$ cat src/rtl/sqrt_display.sv
// Four-digit multiplexed seven-segment driver: shows operand a in decimal and
// its square root as one hex digit, with a sequential double-dabble converter.
module sqrt_display #(
  parameter int DIV_BITS = 17
) (
  input  logic       clk,
  input  logic       clr,
  input  logic [7:0] a,
  input  logic [3:0] sqrt,
  output logic [3:0] an,
  output logic [6:0] seg,
  output logic       dp
);

  typedef enum logic [1:0] {IDLE, CONV, UPDATE} state_t;

  state_t              r_state, w_next;
  logic [DIV_BITS-1:0] r_cnt;
  logic [7:0]          r_a_last, r_a_lat, r_shift;
  logic [11:0]         r_bcd;
  logic [2:0]          r_bit;
  logic [3:0]          r_hund, r_tens, r_ones;
  logic [3:0]          r_an;
  logic [6:0]          r_seg;
  logic                r_dp;
  logic                w_load, w_step, w_write;
  logic [1:0]          w_idx;
  logic [11:0]         w_adj;
  logic [3:0]          w_digit;
  logic                w_blank;

  function automatic logic [3:0] add3(input logic [3:0] n);
    return (n >= 4'd5) ? n + 4'd3 : n;
  endfunction

  function automatic logic [6:0] hex_seg(input logic [3:0] d);
    case (d)
      4'h0: return 7'b1000000;
      4'h1: return 7'b1111001;
      4'h2: return 7'b0100100;
      4'h3: return 7'b0110000;
      4'h4: return 7'b0011001;
      4'h5: return 7'b0010010;
      4'h6: return 7'b0000010;
      4'h7: return 7'b1111000;
      4'h8: return 7'b0000000;
      4'h9: return 7'b0010000;
      4'hA: return 7'b0001000;
      4'hB: return 7'b0000011;
      4'hC: return 7'b1000110;
      4'hD: return 7'b0100001;
      4'hE: return 7'b0000110;
      default: return 7'b0001110;
    endcase
  endfunction

  always_ff @(posedge clk or posedge clr) begin
    if (clr) r_state <= IDLE;
    else     r_state <= w_next;
  end

  always_comb begin
    w_next = r_state;
    case (r_state)
      IDLE:    if (a != r_a_last) w_next = CONV;
      CONV:    if (r_bit == 3'd7) w_next = UPDATE;
      UPDATE:  w_next = IDLE;
      default: w_next = IDLE;
    endcase
  end

  always_comb begin
    w_load  = (r_state == IDLE) && (a != r_a_last);
    w_step  = (r_state == CONV);
    w_write = (r_state == UPDATE);
  end

  assign w_adj = {add3(r_bcd[11:8]), add3(r_bcd[7:4]), add3(r_bcd[3:0])};

  // a is sampled only on load, so changes during CONV cannot corrupt the shifter
  always_ff @(posedge clk or posedge clr) begin
    if (clr) begin
      r_a_lat  <= '0;
      r_a_last <= '0;
      r_shift  <= '0;
      r_bcd    <= '0;
      r_bit    <= '0;
      r_hund   <= '0;
      r_tens   <= '0;
      r_ones   <= '0;
    end else begin
      if (w_load) begin
        r_a_lat <= a;
        r_shift <= a;
        r_bcd   <= '0;
        r_bit   <= '0;
      end else if (w_step) begin
        {r_bcd, r_shift} <= {w_adj, r_shift} << 1;
        r_bit            <= r_bit + 3'd1;
      end
      if (w_write) begin
        r_hund   <= r_bcd[11:8];
        r_tens   <= r_bcd[7:4];
        r_ones   <= r_bcd[3:0];
        r_a_last <= r_a_lat;
      end
    end
  end

  always_ff @(posedge clk or posedge clr) begin
    if (clr) r_cnt <= '0;
    else     r_cnt <= r_cnt + DIV_BITS'(1);
  end

  assign w_idx = r_cnt[DIV_BITS-1 -: 2];

  always_comb begin
    w_digit = sqrt;
    w_blank = 1'b0;
    case (w_idx)
      2'd1: w_digit = r_ones;
      2'd2: begin
        w_digit = r_tens;
        w_blank = (r_hund == 4'd0) && (r_tens == 4'd0);
      end
      2'd3: begin
        w_digit = r_hund;
        w_blank = (r_hund == 4'd0);
      end
      default: w_digit = sqrt;
    endcase
  end

  always_ff @(posedge clk or posedge clr) begin
    if (clr) begin
      r_an  <= 4'b1111;
      r_seg <= 7'b1111111;
      r_dp  <= 1'b1;
    end else begin
      r_an  <= ~(4'b0001 << w_idx);
      r_seg <= w_blank ? 7'b1111111 : hex_seg(w_digit);
      r_dp  <= (w_idx != 2'd1);
    end
  end

  assign an  = r_an;
  assign seg = r_seg;
  assign dp  = r_dp;

endmodule

$ cat config.mk
export PLATFORM = sky130hd
export DESIGN_NAME = sqrt_display
export DESIGN_NICKNAME = d
export VERILOG_FILES = /design/src/rtl/sqrt_display.sv
export SDC_FILE = /design/constraint.sdc
export NUM_CORES = 1
export LEC_CHECK = 0
export CAP_MARGIN = 20
export CELL_PAD_IN_SITES_DETAIL_PLACEMENT = 1
export CELL_PAD_IN_SITES_GLOBAL_PLACEMENT = 1
export CORE_ASPECT_RATIO = 1.5
export CORE_MARGIN = 4
export CORE_UTILIZATION = 24
export CTS_BUF_LIST = sky130_fd_sc_hd__clkbuf_16
export CTS_CLUSTER_SIZE = 30
export DETAILED_ROUTE_END_ITERATION = 8
export PLACE_DENSITY_LB_ADDON = 0.1
export RECOVER_POWER = 25
export SLEW_MARGIN = 20
export SYNTH_ARGS = -nofsm -noshare
export SYNTH_HDL_FRONTEND = slang
export SYNTH_SLANG_ARGS = --single-unit
$ cat constraint.sdc
create_clock -name clk -period 3 [get_ports clk]
set_clock_uncertainty 0.2 [all_clocks]
set_input_delay 0.6 -clock clk [delete_from_list [all_inputs] [get_ports clk]]
set_output_delay 0.6 -clock clk [all_outputs]
set_load 0.01 [all_outputs]
==> impl_results.html <==
<table>
<tr><th>Metric</th><th>Value</th></tr>
<tr><th colspan="2">GRT</th></tr>
<tr><td>Wire length of the first global-routing pass</td><td>approximately 14,000 um</td></tr>
<tr><td>Total track usage</td><td>0.0990</td></tr>
<tr><td>Number of antenna violations at the first check in global routing</td><td>0</td></tr>
<tr><td>Maximum number of pins on one net before global-route repair</td><td>30</td></tr>
<tr><td>Residual overflow from global routing</td><td>0</td></tr>
<tr><td>Via count of the first global-routing pass</td><td>between 2k and 3k</td></tr>
<tr><th colspan="2">CTS</th></tr>
<tr><td>Clock insertion delay at the later pin of the skew report</td><td>about 0.34 ns</td></tr>
<tr><td>Clock tree sinks</td><td>roughly 80</td></tr>
<tr><td>Number of H-tree levels</td><td>3</td></tr>
<tr><td>Post-cts repair resize count</td><td>0</td></tr>
<tr><td>Reg clk slew, reported paths</td><td>0.07 ns</td></tr>
<tr><td>Maximum count of clock buffers along a single path</td><td>2</td></tr>
<tr><td>Root buffer cell</td><td>sky130_fd_sc_hd__clkbuf_16</td></tr>
<tr><td>Hold buffer count at cts</td><td>0</td></tr>
<tr><td>TritonCTS clock tree</td><td>done</td></tr>
<tr><td>Number of clock buffers inserted by TritonCTS</td><td>9</td></tr>
<tr><td>Post-CTS setup-driven buffer insertion count</td><td>0</td></tr>
<tr><th colspan="2">Critical path</th></tr>
<tr><td>Crit. path cell count</td><td>5</td></tr>
<tr><td>Startpoint-to-endpoint class of the critical path</td><td>register to register</td></tr>
<tr><td>Start of the worst register-to-register path</td><td>r_cnt[16]</td></tr>
<tr><td>Worst EP required</td><td>approximately 3 ns</td></tr>
<tr><td>Largest stage delay on the critical path</td><td>~0.73 ns</td></tr>
<tr><td>Sequence of cells on the critical path</td><td>mux4_1 &gt; ha_1 &gt; or3b_1 &gt; o221ai_1 &gt; nand2_1</td></tr>
<tr><td>Gate family responsible for the most delay along the worst path</td><td>multiplexers</td></tr>
<tr><td>Worst setup EP type</td><td>register</td></tr>
<tr><td>Critical-path maximum fanout</td><td>10</td></tr>
<tr><td>R2R cell count</td><td>5</td></tr>
<tr><td>Arrival time at the worst endpoint</td><td>roughly 2.4 ns</td></tr>
<tr><td>Critical path launch point type</td><td>register</td></tr>
<tr><td>Crit path buf inv count</td><td>0</td></tr>
<tr><td>Crit path launch</td><td>r_cnt[16]</td></tr>
<tr><td>Library cell contributing the largest single delay on the critical path</td><td>sky130_fd_sc_hd__mux4_1</td></tr>
<tr><th colspan="2">Timing</th></tr>
<tr><td>Slew at the pin with the worst max-slew slack</td><td>1.35 ns</td></tr>
<tr><td>Unrepaired setup endpoints after global routing</td><td>no</td></tr>
<tr><td>Final Max Slew Viols</td><td>0</td></tr>
<tr><td>Tcrit/Tclk final</td><td>0.803</td></tr>
<tr><td>Final number of hold-violating endpoints</td><td>0</td></tr>
<tr><td>Fmax</td><td>about 0.42 GHz</td></tr>
<tr><td>Max-slew headroom at the worst pin</td><td>0.0929</td></tr>
<tr><td>Setup-violating endpoint count in the final report</td><td>0</td></tr>
<tr><td>Accumulated negative setup slack</td><td>0 ns</td></tr>
<tr><td>Final worst path period need</td><td>between 2 and 2.5 ns</td></tr>
<tr><th colspan="2">Layout</th></tr>
<tr><td>Growth of design area from synthesis to finish</td><td>21.7%</td></tr>
<tr><td>Flip-flop and latch area</td><td>0.00204 sq mm</td></tr>
<tr><td>Leading cell types in the layout, fill and taps excluded</td><td>sky130_fd_sc_hd__dfrtp_1, sky130_fd_sc_hd__nand2_1, sky130_fd_sc_hd__mux2_2</td></tr>
<tr><td>Fillcell total</td><td>~1.7k</td></tr>
<tr><td>NumNets Final</td><td>around 380</td></tr>
<tr><td>Final core utilization</td><td>0.296</td></tr>
<tr><td>Area of the multi-input gates</td><td>~0.0016 sq mm</td></tr>
<tr><td>Most common cell after layout, fill and taps aside</td><td>sky130_fd_sc_hd__dfrtp_1</td></tr>
<tr><td>Antenna diode count</td><td>0</td></tr>
<tr><td>Ratio of cells with drive above 1 in the final layout</td><td>0.206</td></tr>
<tr><th colspan="2">Detailed routing</th></tr>
<tr><td>Length of routed met3 wiring</td><td>around 200 um</td></tr>
<tr><td>Wire per inst</td><td>14.4 um</td></tr>
<tr><td>Via count</td><td>approximately 2.4k</td></tr>
<tr><td>DR iter-0 viols</td><td>28</td></tr>
<tr><td>Detail-routed via count per cell</td><td>about 4.3</td></tr>
<tr><td>Number of antenna-violating nets in the routed design</td><td>0</td></tr>
<tr><td>First-pass detailed-route iteration total</td><td>4</td></tr>
<tr><td>Post-Route WL</td><td>between 8000 and 9000 um</td></tr>
<tr><td>Met1 layer wirelength in the final routing</td><td>about 3300 um</td></tr>
<tr><td>Highest routed layer</td><td>met4</td></tr>
<tr><td>WL met2</td><td>4320 um</td></tr>
<tr><td>Number of remaining DRC errors</td><td>0</td></tr>
<tr><th colspan="2">Power and ir drop</th></tr>
<tr><td>Part of the total power dissipated in sequential elements</td><td>0.425</td></tr>
<tr><td>Internal Power</td><td>2640 uW</td></tr>
<tr><td>Worst vdd rail ir drop</td><td>about 0.27 mV</td></tr>
<tr><td>Logic gate share of total power</td><td>0.282</td></tr>
<tr><td>Total leakage power</td><td>about 0.0020 uW</td></tr>
<tr><td>Power spent charging and discharging nets</td><td>~1200 uW</td></tr>
<tr><td>Power density normalized to cell area</td><td>between 800 and 900 mW/mm^2</td></tr>
<tr><td>Net switching fraction of the power</td><td>0.315</td></tr>
<tr><td>Clock network power share</td><td>0.293</td></tr>
<tr><th colspan="2">Floorplanning</th></tr>
<tr><td>Area of the core</td><td>between 0.015 and 0.02 sq mm</td></tr>
<tr><td>Standard-cell rows</td><td>56</td></tr>
<tr><td>Die height</td><td>between 150 and 200 um</td></tr>
<tr><td>Area of the die</td><td>roughly 0.018 sq mm</td></tr>
<tr><td>Effective utilization at floorplan</td><td>0.243</td></tr>
<tr><td>Die span in x</td><td>around 110 um</td></tr>
<tr><td>Num ports</td><td>26</td></tr>
<tr><th colspan="2">Flow run</th></tr>
<tr><td>Max-Cap Viols</td><td>0</td></tr>
<tr><th colspan="2">Worst hold path</th></tr>
<tr><td>Path type of the worst min-delay path</td><td>register to register</td></tr>
<tr><td>Hold Path Depth</td><td>1</td></tr>
<tr><td>Hold wc startpoint</td><td>r_cnt[0]</td></tr>
<tr><th colspan="2">Synthesis</th></tr>
<tr><td>Synth Net Count</td><td>~350</td></tr>
<tr><td>Proportion of register bits with asynchronous set or reset after synthesis</td><td>1.00</td></tr>
<tr><td>Flops &amp; latches, synth</td><td>81</td></tr>
<tr><td>Post-synth design cell area</td><td>approximately 0.0038 sq mm</td></tr>
<tr><td>Synth Warn #</td><td>0</td></tr>
<tr><td>Mean instance size in the synthesized netlist</td><td>12.0 sq um</td></tr>
<tr><td>Cell count after synthesis</td><td>about 320</td></tr>
<tr><td>Number of synthesized flops with an enable pin</td><td>0</td></tr>
<tr><td>Share of the yosys chip area belonging to registers</td><td>0.537</td></tr>
<tr><td>Most used DFF post-synth</td><td>sky130_fd_sc_hd__dfrtp_1</td></tr>
<tr><td>Unique masters post-synth</td><td>45</td></tr>
<tr><th colspan="2">Placed design</th></tr>
<tr><td>HPWL after detailed placement</td><td>approximately 6000 um</td></tr>
<tr><td>Routability congestion estimate</td><td>around 0.75</td></tr>
<tr><td>Count of buffers inserted at the top-level ports</td><td>25</td></tr>
<tr><th colspan="2">Run status</th></tr>
<tr><td>Result of the run</td><td>complete, no violations</td></tr>
</table>
-- per-layer routing --
layer | up-vias | GRT usage
met5 | - | 0
met4 | 0 | 0.0521
met3 | 11 | 0.0157
met2 | 32 | 0.181
met1 | 1206 | 0.110
li1 | 1177 | -
-- power groups by stage --
stage	Clock [uW]	Combinational [uW]	Sequential, uW
after floorplan	0	836	1590
after global placement	0	1110	1660
after detailed placement	0	1120	1670
after CTS	1180	1120	1650
after global routing	1220	1240	1690
final	1130	1090	1640
-- registers in the layout, summed over array words and instances, names as in the netlist --
| register | count |
|---|---|
| r_cnt | 17 |
| r_bcd | 12 |
| r_a_last | 8 |
| r_a_lat | 8 |
| r_shift | 8 |
| seg | 7 |
| an | 4 |
| r_hund | 4 |
| r_ones | 4 |
| r_tens | 4 |
| r_bit | 3 |
| r_state | 2 |
-- cells in the mapped netlist (2+ instances only) --
cell type,number,area [sq um]
sky130_fd_sc_hd__xnor2_1,19,166
sky130_fd_sc_hd__o32ai_1,2,17.5
sky130_fd_sc_hd__nand3_1,5,25.0
sky130_fd_sc_hd__and2_1,9,56.3
sky130_fd_sc_hd__buf_2,2,10.0
sky130_fd_sc_hd__nor2_1,8,30.0
sky130_fd_sc_hd__dfrtp_1,70,1750
sky130_fd_sc_hd__o221ai_1,4,35.0
sky130_fd_sc_hd__and4_1,2,17.5
sky130_fd_sc_hd__nand2_1,30,113
sky130_fd_sc_hd__a221o_1,7,70.1
sky130_fd_sc_hd__a21oi_1,6,30.0
sky130_fd_sc_hd__nand4_1,6,37.5
sky130_fd_sc_hd__nand2b_1,7,43.8
sky130_fd_sc_hd__mux2i_1,2,20.0
sky130_fd_sc_hd__mux2_2,27,304
sky130_fd_sc_hd__nor4_1,2,12.5
sky130_fd_sc_hd__inv_1,16,60.1
sky130_fd_sc_hd__a311o_1,2,20.0
sky130_fd_sc_hd__o21ai_0,14,70.1
sky130_fd_sc_hd__ha_1,15,188
sky130_fd_sc_hd__buf_6,3,33.8
sky130_fd_sc_hd__nor4b_1,2,17.5
sky130_fd_sc_hd__clkbuf_1,7,26.3
sky130_fd_sc_hd__o22ai_1,7,43.8
sky130_fd_sc_hd__mux4_2,3,67.6
sky130_fd_sc_hd__and3_1,2,12.5
sky130_fd_sc_hd__dfstp_2,11,289
sky130_fd_sc_hd__xor2_1,10,87.6
-- cells by family after synthesis --
family | share of synthesized area
AOI/OAI and AO/OA | 0.0906
xor gates and xnor gates | 0.0669
adders and majority gates | 0.0494
buffers and inverters | 0.0362
DFF | 0.537
muxes | 0.110
and+or+nand+nor | 0.110
-- metrics by stage --
| step | hold WS [ns] | cell area (sq um) | setup WS [ns] | std cells | power [uW] |
|---|---|---|---|---|---|
| after floorplan | 0.214 | 3800 | 0.138 | 316 | 2420 |
| after global placement | 0.225 | 4320 | 0.240 | 542 | 2760 |
| after detailed placement | 0.235 | 4320 | 0.255 | 542 | 2790 |
| after CTS | 0.246 | 4620 | 0.580 | 558 | 3950 |
| after global routing | 0.283 | 4620 | 0.449 | 558 | 4160 |
| final | 0.244 | 4620 | 0.592 | 558 | 3850 |
-- path summary, 6_finish.rpt --
kind                                    to  slack (ns)
worst max-delay path                seg[0]        0.59
worst min-delay path              r_cnt[0]        0.24
worst max register to register      seg[0]        0.59
worst min register to register    r_cnt[0]        0.24
max in group asynchronous       r_a_lat[2]        0.99
min in group asynchronous        r_ones[3]        0.81
-- cell type report --
cell class                 instances  share of cell area
sequential                        81               0.441
multi-input combinational        206               0.350
timing repair buffer              36              0.0747
tap                              203              0.0549
clock buffer                       9              0.0487
clock inverter                     7              0.0165
inverter                          16              0.0133
Power figures use the tool's default switching activity.
